===== src/rtl/fetch_unit_if.sv =====
// Signal bundle between fetch_unit and its neighbours: instruction memory,
// the datapath redirect and decode.
interface fetch_unit_if;
   // Every channel is valid/ready: a transfer happens on a rising edge where
   // valid and ready are both high. The imem response channel has no ready;
   // a word is accepted in every cycle where imem_resp_valid is high.
   logic        imem_req_valid;
   logic        imem_req_ready;
   logic [31:0] imem_req_addr;
   logic        imem_resp_valid;
   logic [31:0] imem_resp_data;
   logic        redirect_valid;
   logic [31:0] redirect_pc;
   logic        inst_valid;
   logic        inst_ready;
   logic [31:0] inst_data;
   logic [31:0] inst_pc;

   modport master (
      output imem_req_valid, imem_req_addr, inst_valid, inst_data, inst_pc,
      input  imem_req_ready, imem_resp_valid, imem_resp_data,
             redirect_valid, redirect_pc, inst_ready
   );

   modport slave (
      input  imem_req_valid, imem_req_addr, inst_valid, inst_data, inst_pc,
      output imem_req_ready, imem_resp_valid, imem_resp_data,
             redirect_valid, redirect_pc, inst_ready
   );
endinterface


===== src/rtl/fetch_unit.sv =====
// Instruction fetch: in-order word requests, DEPTH-entry instruction FIFO and redirect flush.
// Define FETCH_BYPASS_EN to hand a response to decode in its arrival cycle when the FIFO is empty.
module fetch_unit #(
   parameter int          DEPTH    = 4,
   parameter logic [31:0] RESET_PC = 32'h0000_0000
) (
   input logic          clk,
   input logic          reset,
   fetch_unit_if.master bus
);
   localparam int AW = $clog2(DEPTH);
   localparam int CW = AW + 1;
   localparam logic [CW:0] DEPTH_C = (CW+1)'(DEPTH);

   logic [31:0]   fetch_pc, resp_pc, redirect_tgt;
   logic [CW-1:0] outstanding, outstanding_nxt, drop, count;
   logic [AW-1:0] rd_ptr, wr_ptr;
   logic [31:0]   data_mem [DEPTH];
   logic [31:0]   pc_mem [DEPTH];
   logic          req_fire, resp_ok, resp_keep, bypass, push, pop;

   assign redirect_tgt = bus.redirect_pc & 32'hFFFF_FFFC;

   // Buffered plus in-flight words never exceed DEPTH, so the FIFO can always absorb every response.
   assign bus.imem_req_valid = (({1'b0, count} + {1'b0, outstanding}) < DEPTH_C)
                               && !bus.redirect_valid && !reset;
   assign bus.imem_req_addr  = fetch_pc;

   assign req_fire        = bus.imem_req_valid && bus.imem_req_ready;
   assign resp_ok         = bus.imem_resp_valid && (outstanding != '0);
   assign resp_keep       = resp_ok && (drop == '0) && !bus.redirect_valid;
   assign outstanding_nxt = outstanding + CW'(req_fire) - CW'(resp_ok);

`ifdef FETCH_BYPASS_EN
   assign bypass = resp_keep && (count == '0);
`else
   assign bypass = 1'b0;
`endif

   assign bus.inst_valid = (count != '0) || bypass;

   always_comb begin
      bus.inst_data = '0;
      bus.inst_pc   = '0;
      if (count != '0) begin
         bus.inst_data = data_mem[rd_ptr];
         bus.inst_pc   = pc_mem[rd_ptr];
      end else if (bypass) begin
         bus.inst_data = bus.imem_resp_data;
         bus.inst_pc   = resp_pc;
      end
   end

   assign pop  = (count != '0) && bus.inst_ready;
   assign push = resp_keep && !(bypass && bus.inst_ready);

   always_ff @(posedge clk or posedge reset) begin
      if (reset) begin
         fetch_pc    <= RESET_PC;
         resp_pc     <= RESET_PC;
         outstanding <= '0;
         drop        <= '0;
         count       <= '0;
         rd_ptr      <= '0;
         wr_ptr      <= '0;
      end else begin
         outstanding <= outstanding_nxt;
         if (bus.redirect_valid) begin
            // Everything still in flight belongs to the old path.
            fetch_pc <= redirect_tgt;
            resp_pc  <= redirect_tgt;
            drop     <= outstanding_nxt;
            count    <= '0;
            rd_ptr   <= '0;
            wr_ptr   <= '0;
         end else begin
            if (req_fire)
               fetch_pc <= fetch_pc + 32'd4;
            if (resp_ok && (drop != '0))
               drop <= drop - CW'(1);
            if (resp_keep)
               resp_pc <= resp_pc + 32'd4;
            if (push)
               wr_ptr <= wr_ptr + AW'(1);
            if (pop)
               rd_ptr <= rd_ptr + AW'(1);
            count <= count + CW'(push) - CW'(pop);
         end
      end
   end

   always_ff @(posedge clk) begin
      if (push) begin
         data_mem[wr_ptr] <= bus.imem_resp_data;
         pc_mem[wr_ptr]   <= resp_pc;
      end
   end

   resp_without_request: assert property (@(posedge clk) disable iff (reset)
      bus.imem_resp_valid |-> (outstanding != '0));
   occupancy_bound: assert property (@(posedge clk) disable iff (reset)
      ({1'b0, count} + {1'b0, outstanding}) <= DEPTH_C);
   drop_bound: assert property (@(posedge clk) disable iff (reset)
      drop <= outstanding);
endmodule

===== src/flat_wrapper.sv =====
// flat-port wrapper written by rule: the top's interface ports become plain ports
module fetch_unit_flat 
#(
   parameter int          DEPTH    = 4,
   parameter logic [31:0] RESET_PC = 32'h0000_0000
)
  (clk, reset, bus_imem_req_valid, bus_imem_req_addr, bus_inst_valid, bus_inst_data, bus_inst_pc, bus_imem_req_ready, bus_imem_resp_valid, bus_imem_resp_data, bus_redirect_valid, bus_redirect_pc, bus_inst_ready);
  fetch_unit_if bus_i ();
  input logic clk;
  input logic reset;
  output wire logic [$bits(bus_i.imem_req_valid)-1:0] bus_imem_req_valid;
  output wire logic [$bits(bus_i.imem_req_addr)-1:0] bus_imem_req_addr;
  output wire logic [$bits(bus_i.inst_valid)-1:0] bus_inst_valid;
  output wire logic [$bits(bus_i.inst_data)-1:0] bus_inst_data;
  output wire logic [$bits(bus_i.inst_pc)-1:0] bus_inst_pc;
  input wire logic [$bits(bus_i.imem_req_ready)-1:0] bus_imem_req_ready;
  input wire logic [$bits(bus_i.imem_resp_valid)-1:0] bus_imem_resp_valid;
  input wire logic [$bits(bus_i.imem_resp_data)-1:0] bus_imem_resp_data;
  input wire logic [$bits(bus_i.redirect_valid)-1:0] bus_redirect_valid;
  input wire logic [$bits(bus_i.redirect_pc)-1:0] bus_redirect_pc;
  input wire logic [$bits(bus_i.inst_ready)-1:0] bus_inst_ready;
  assign bus_imem_req_valid = bus_i.imem_req_valid;
  assign bus_imem_req_addr = bus_i.imem_req_addr;
  assign bus_inst_valid = bus_i.inst_valid;
  assign bus_inst_data = bus_i.inst_data;
  assign bus_inst_pc = bus_i.inst_pc;
  assign bus_i.imem_req_ready = bus_imem_req_ready;
  assign bus_i.imem_resp_valid = bus_imem_resp_valid;
  assign bus_i.imem_resp_data = bus_imem_resp_data;
  assign bus_i.redirect_valid = bus_redirect_valid;
  assign bus_i.redirect_pc = bus_redirect_pc;
  assign bus_i.inst_ready = bus_inst_ready;
  fetch_unit #(.DEPTH(DEPTH), .RESET_PC(RESET_PC)) u_core (.clk(clk), .reset(reset), .bus(bus_i));
endmodule

===== config.mk =====
export PLATFORM = sky130hd
export DESIGN_NAME = fetch_unit_flat
export DESIGN_NICKNAME = d
export VERILOG_FILES = /design/src/rtl/fetch_unit_if.sv /design/src/rtl/fetch_unit.sv /design/src/flat_wrapper.sv
export SDC_FILE = /design/constraint.sdc
export NUM_CORES = 1
export LEC_CHECK = 0
export CORE_MARGIN = 2
export CORE_UTILIZATION = 55
export CTS_BUF_LIST = sky130_fd_sc_hd__clkbuf_4
export CTS_CLUSTER_SIZE = 28
export DETAILED_ROUTE_END_ITERATION = 7
export PLACE_DENSITY = 0.89
export SLEW_MARGIN = 20
export SYNTH_ARGS = -nofsm -noshare
export SYNTH_HDL_FRONTEND = slang
export SYNTH_SLANG_ARGS = --single-unit

===== constraint.sdc =====
create_clock -name clk -period 4.07 [get_ports clk]
set_input_delay 0.814 -clock clk [delete_from_list [all_inputs] [get_ports clk]]
set_output_delay 0.814 -clock clk [all_outputs]
set_load 0.02 [all_outputs]

==> results.cfg <==
[run_status]
outcome = complete, no violations

[logic_synthesis]
synth_cell_types = 50
synth_top_cell_by_area = edfxtp_1
yosys.area_share.simple_pct = 10.4
synth_compound_area_share_pct = 3.83
yosysTopAreaCellShare_pct = 54.9
synth_edf_count = 248
syn-instance-count = 846
ys_ff_latch = 321
syn_avg_cell_area_um2 = 16.0
synth_area_um2 = 13600
synthAdderAreaFrac_pct = 1.59
synthFlopType = edfxtp_1
synthXorXnorAreaFrac_pct = 2.71
yosys_warnings = 0
muxShareOfSynthArea_pct = 11.0
synth_top_family_by_area = multiplexers
async_flop_share_pct = 22.7
seq_area_frac_synth_pct = 68.4
synthTopCellsByArea = edfxtp_1 55%, dfrtp_1 13%, mux4_2 10%

[critical_path]
end_kind = primary output
critical_path_arrival_ns = 3.06
crit_type = flop to primary output
r2r_start = u_core.count[1]
cp-startpoint = u_core.rd_ptr[0]
crit_fanout = 24
critPathLaunchType = flop
critPathRequiredTime_ns = 3.26
ff2ff_setup_slack_ns = 1.09

[clock_network]
htreeDepth = 3
clockBufferDepth = 3
clock_latency_ns = 0.66
cts.hold.buffers_added = 0
path_clk_slew_ns = 0.08
cts.sinks = 321
cts_buffers = 79
cts-root-buf = clkbuf_4
post_cts_buffers = 0
cts-resized-gates = 0
cts_tree = built

[place]
place.gp.congestion = 0.883
dp.final_hpwl_um = 17900
placed_cell_area_um2 = 15600
io_buffers = 161
post-place-ws_ns = 0.821
dp.cells = 1306

[pwr]
pwr-share-clk_pct = 29.1
power.switching_mw = 2.76
p_leak_nw = 5.77
comb_power_share_pct = 28.2
ir_drop_v = 0.000299
pwr-share-seq_pct = 42.7
swShare_pct = 29.3
p_int_mw = 6.64
power_density_nw_per_um2 = 566

[detailed_routing]
wl_um = 27700
drcViolationCount = 0
dr.pass1.iters = 4
drt_iter0_markers = 678
vias = 8245
avgViaCountPerCell = 5.73
ant_nets = 0
wl_per_cell_um = 19.3

[die]
die_y_um = 161
die_w_um = 161
io_pins = 168
die_area_um2 = 25900
start_util_pct = 55.9
rows = 57
core_area_um2 = 24200

[sta]
slew_violations = 0
tightest_slew_ns = 1.10
fmax_mhz = 258
layout_min_cycle_time_ns = 3.87
slew-limit-headroom_pct = 26.2
holdWs_ns = 0.528
layout_setup_ws_ns = 0.196
clock_skew_ns = 0.0421
period_share_pct = 95.2
finalSetupTns_ns = 0
rsz0062_at_grt = false
setup_viol = 0
hold_viol_final = 0

[layout]
nFillCells = 1620
nets = 1149
multi_input_area_um2 = 4040
instances_no_fill = 1440
final_cell_mix = 248 x edfxtp_1, 160 x clkdlybuf4s50_1, 113 x clkbuf_4
drive_gt1_share_pct = 20.3
design_area_um2 = 16600
final_common_cell = edfxtp_1
regArea_um2 = 9280
syn_to_final_growth_pct = 22.5

[run]
maxCapViolations = 0

[global_routing]
grt_max_degree = 65
grt_pass1_wl_um = 43800
grt_usage_pct = 21.6
grt_pass1_vias = 8156
grt_antenna_before_repair = 1
overflow = 0

[min_path]
hold_path.class = input pin to async pin
path summary, 6_finish.rpt:
path,to,depth (start not counted)
max,bus_inst_data[22],4
min,u_core.resp_pc[3],2
max reg2reg,u_core.count[2],9
min reg2reg,u_core.drop[1],2
max in group asynchronous,u_core.resp_pc[30],3
min in group clk,u_core.drop[1],2
final cells by class:
type	instances	share of cell area [%]
Inverter	18	0.407
Clock inverter	20	1.12
Timing Repair Buffer	178	10.7
Multi-Input combinational cell	465	24.3
Tap cell	324	2.44
Antenna cell	1	0.0151
Sequential cell	321	55.9
Clock buffer	113	5.11
worst max-delay path, stage by stage (launching register included):
cell and delay (ns):
dfrtp_4 0.75, buf_4 0.39, mux4_2 0.55, and2_1 0.17
clkdlybuf4s50_1 0.53
cell usage after synthesis (3+ instances only):
cell type	instances
a21boi_0	4
a21oi_1	8
a31o_2	3
a31oi_1	4
a41oi_1	3
and2_1	73
and3_1	11
and4_1	6
buf_1	3
buf_2	12
buf_4	6
clkbuf_1	24
dfrtp_1	73
edfxtp_1	248
ha_1	14
inv_1	17
mux2_2	6
mux2i_1	3
mux4_2	62
nand2_1	49
nand2b_1	3
nand3_1	28
nand4_1	25
nor2_1	22
nor2b_1	3
nor3_1	7
nor4_1	4
o211ai_1	11
o21ai_0	40
o311ai_0	4
or3_1	5
or4_1	3
xnor2_1	19
xor2_1	23
metrics by stage:
step | total power, mW | util (%)
after global placement | 6.69 | 64.2
after CTS | 9.52 | 68.5
after detailed placement | 6.76 | 64.2
final | 9.40 | 68.5
after floorplan | 5.67 | -
after global routing | 9.86 | 68.5
flip-flops by register name, indices dropped and copies added, names as in the netlist:
name                      cells
u_core.bus.imem_req_addr     30
u_core.count                  3
u_core.data_mem             128
u_core.drop                   3
u_core.outstanding            3
u_core.pc_mem               120
u_core.rd_ptr                 2
u_core.resp_pc               30
u_core.wr_ptr                 2
logic make-up after synthesis:
| group | Yosys count |
|---|---|
| flip-flops | 321 |
| AND/OR/NAND/NOR | 248 |
| AO/OA/AOI/OAI | 84 |
| multiplexers | 71 |
| buffers and inverters | 63 |
| XOR/XNOR | 42 |
| adder cells (fa/ha/maj) | 16 |
| other | 1 |
power by group through the flow:
| stage | clock network, mW | registers, mW | logic [mW] |
|---|---|---|---|
| after global routing | 2.96 | 4.05 | 2.86 |
| after detailed placement | 0 | 4.08 | 2.69 |
| after floorplan | 0 | 4.00 | 1.68 |
| final | 2.73 | 4.01 | 2.65 |
| after global placement | 0 | 4.06 | 2.63 |
| after CTS | 2.81 | 4.01 | 2.70 |
per-layer routing:
metal | part of all wire (%) | global-route usage (%) | wire, µm | up-vias
li1 | - | - | - | 3729
met3 | 7.9 | 4.42 | 2180 | 36
met1 | 42 | 30.4 | 11700 | 4118
met5 | 0 | 0 | 0 | -
met4 | 1.4 | 6.82 | 378 | 0
met2 | 49 | 34.7 | 13500 | 362
Power figures use the tool's default switching activity.
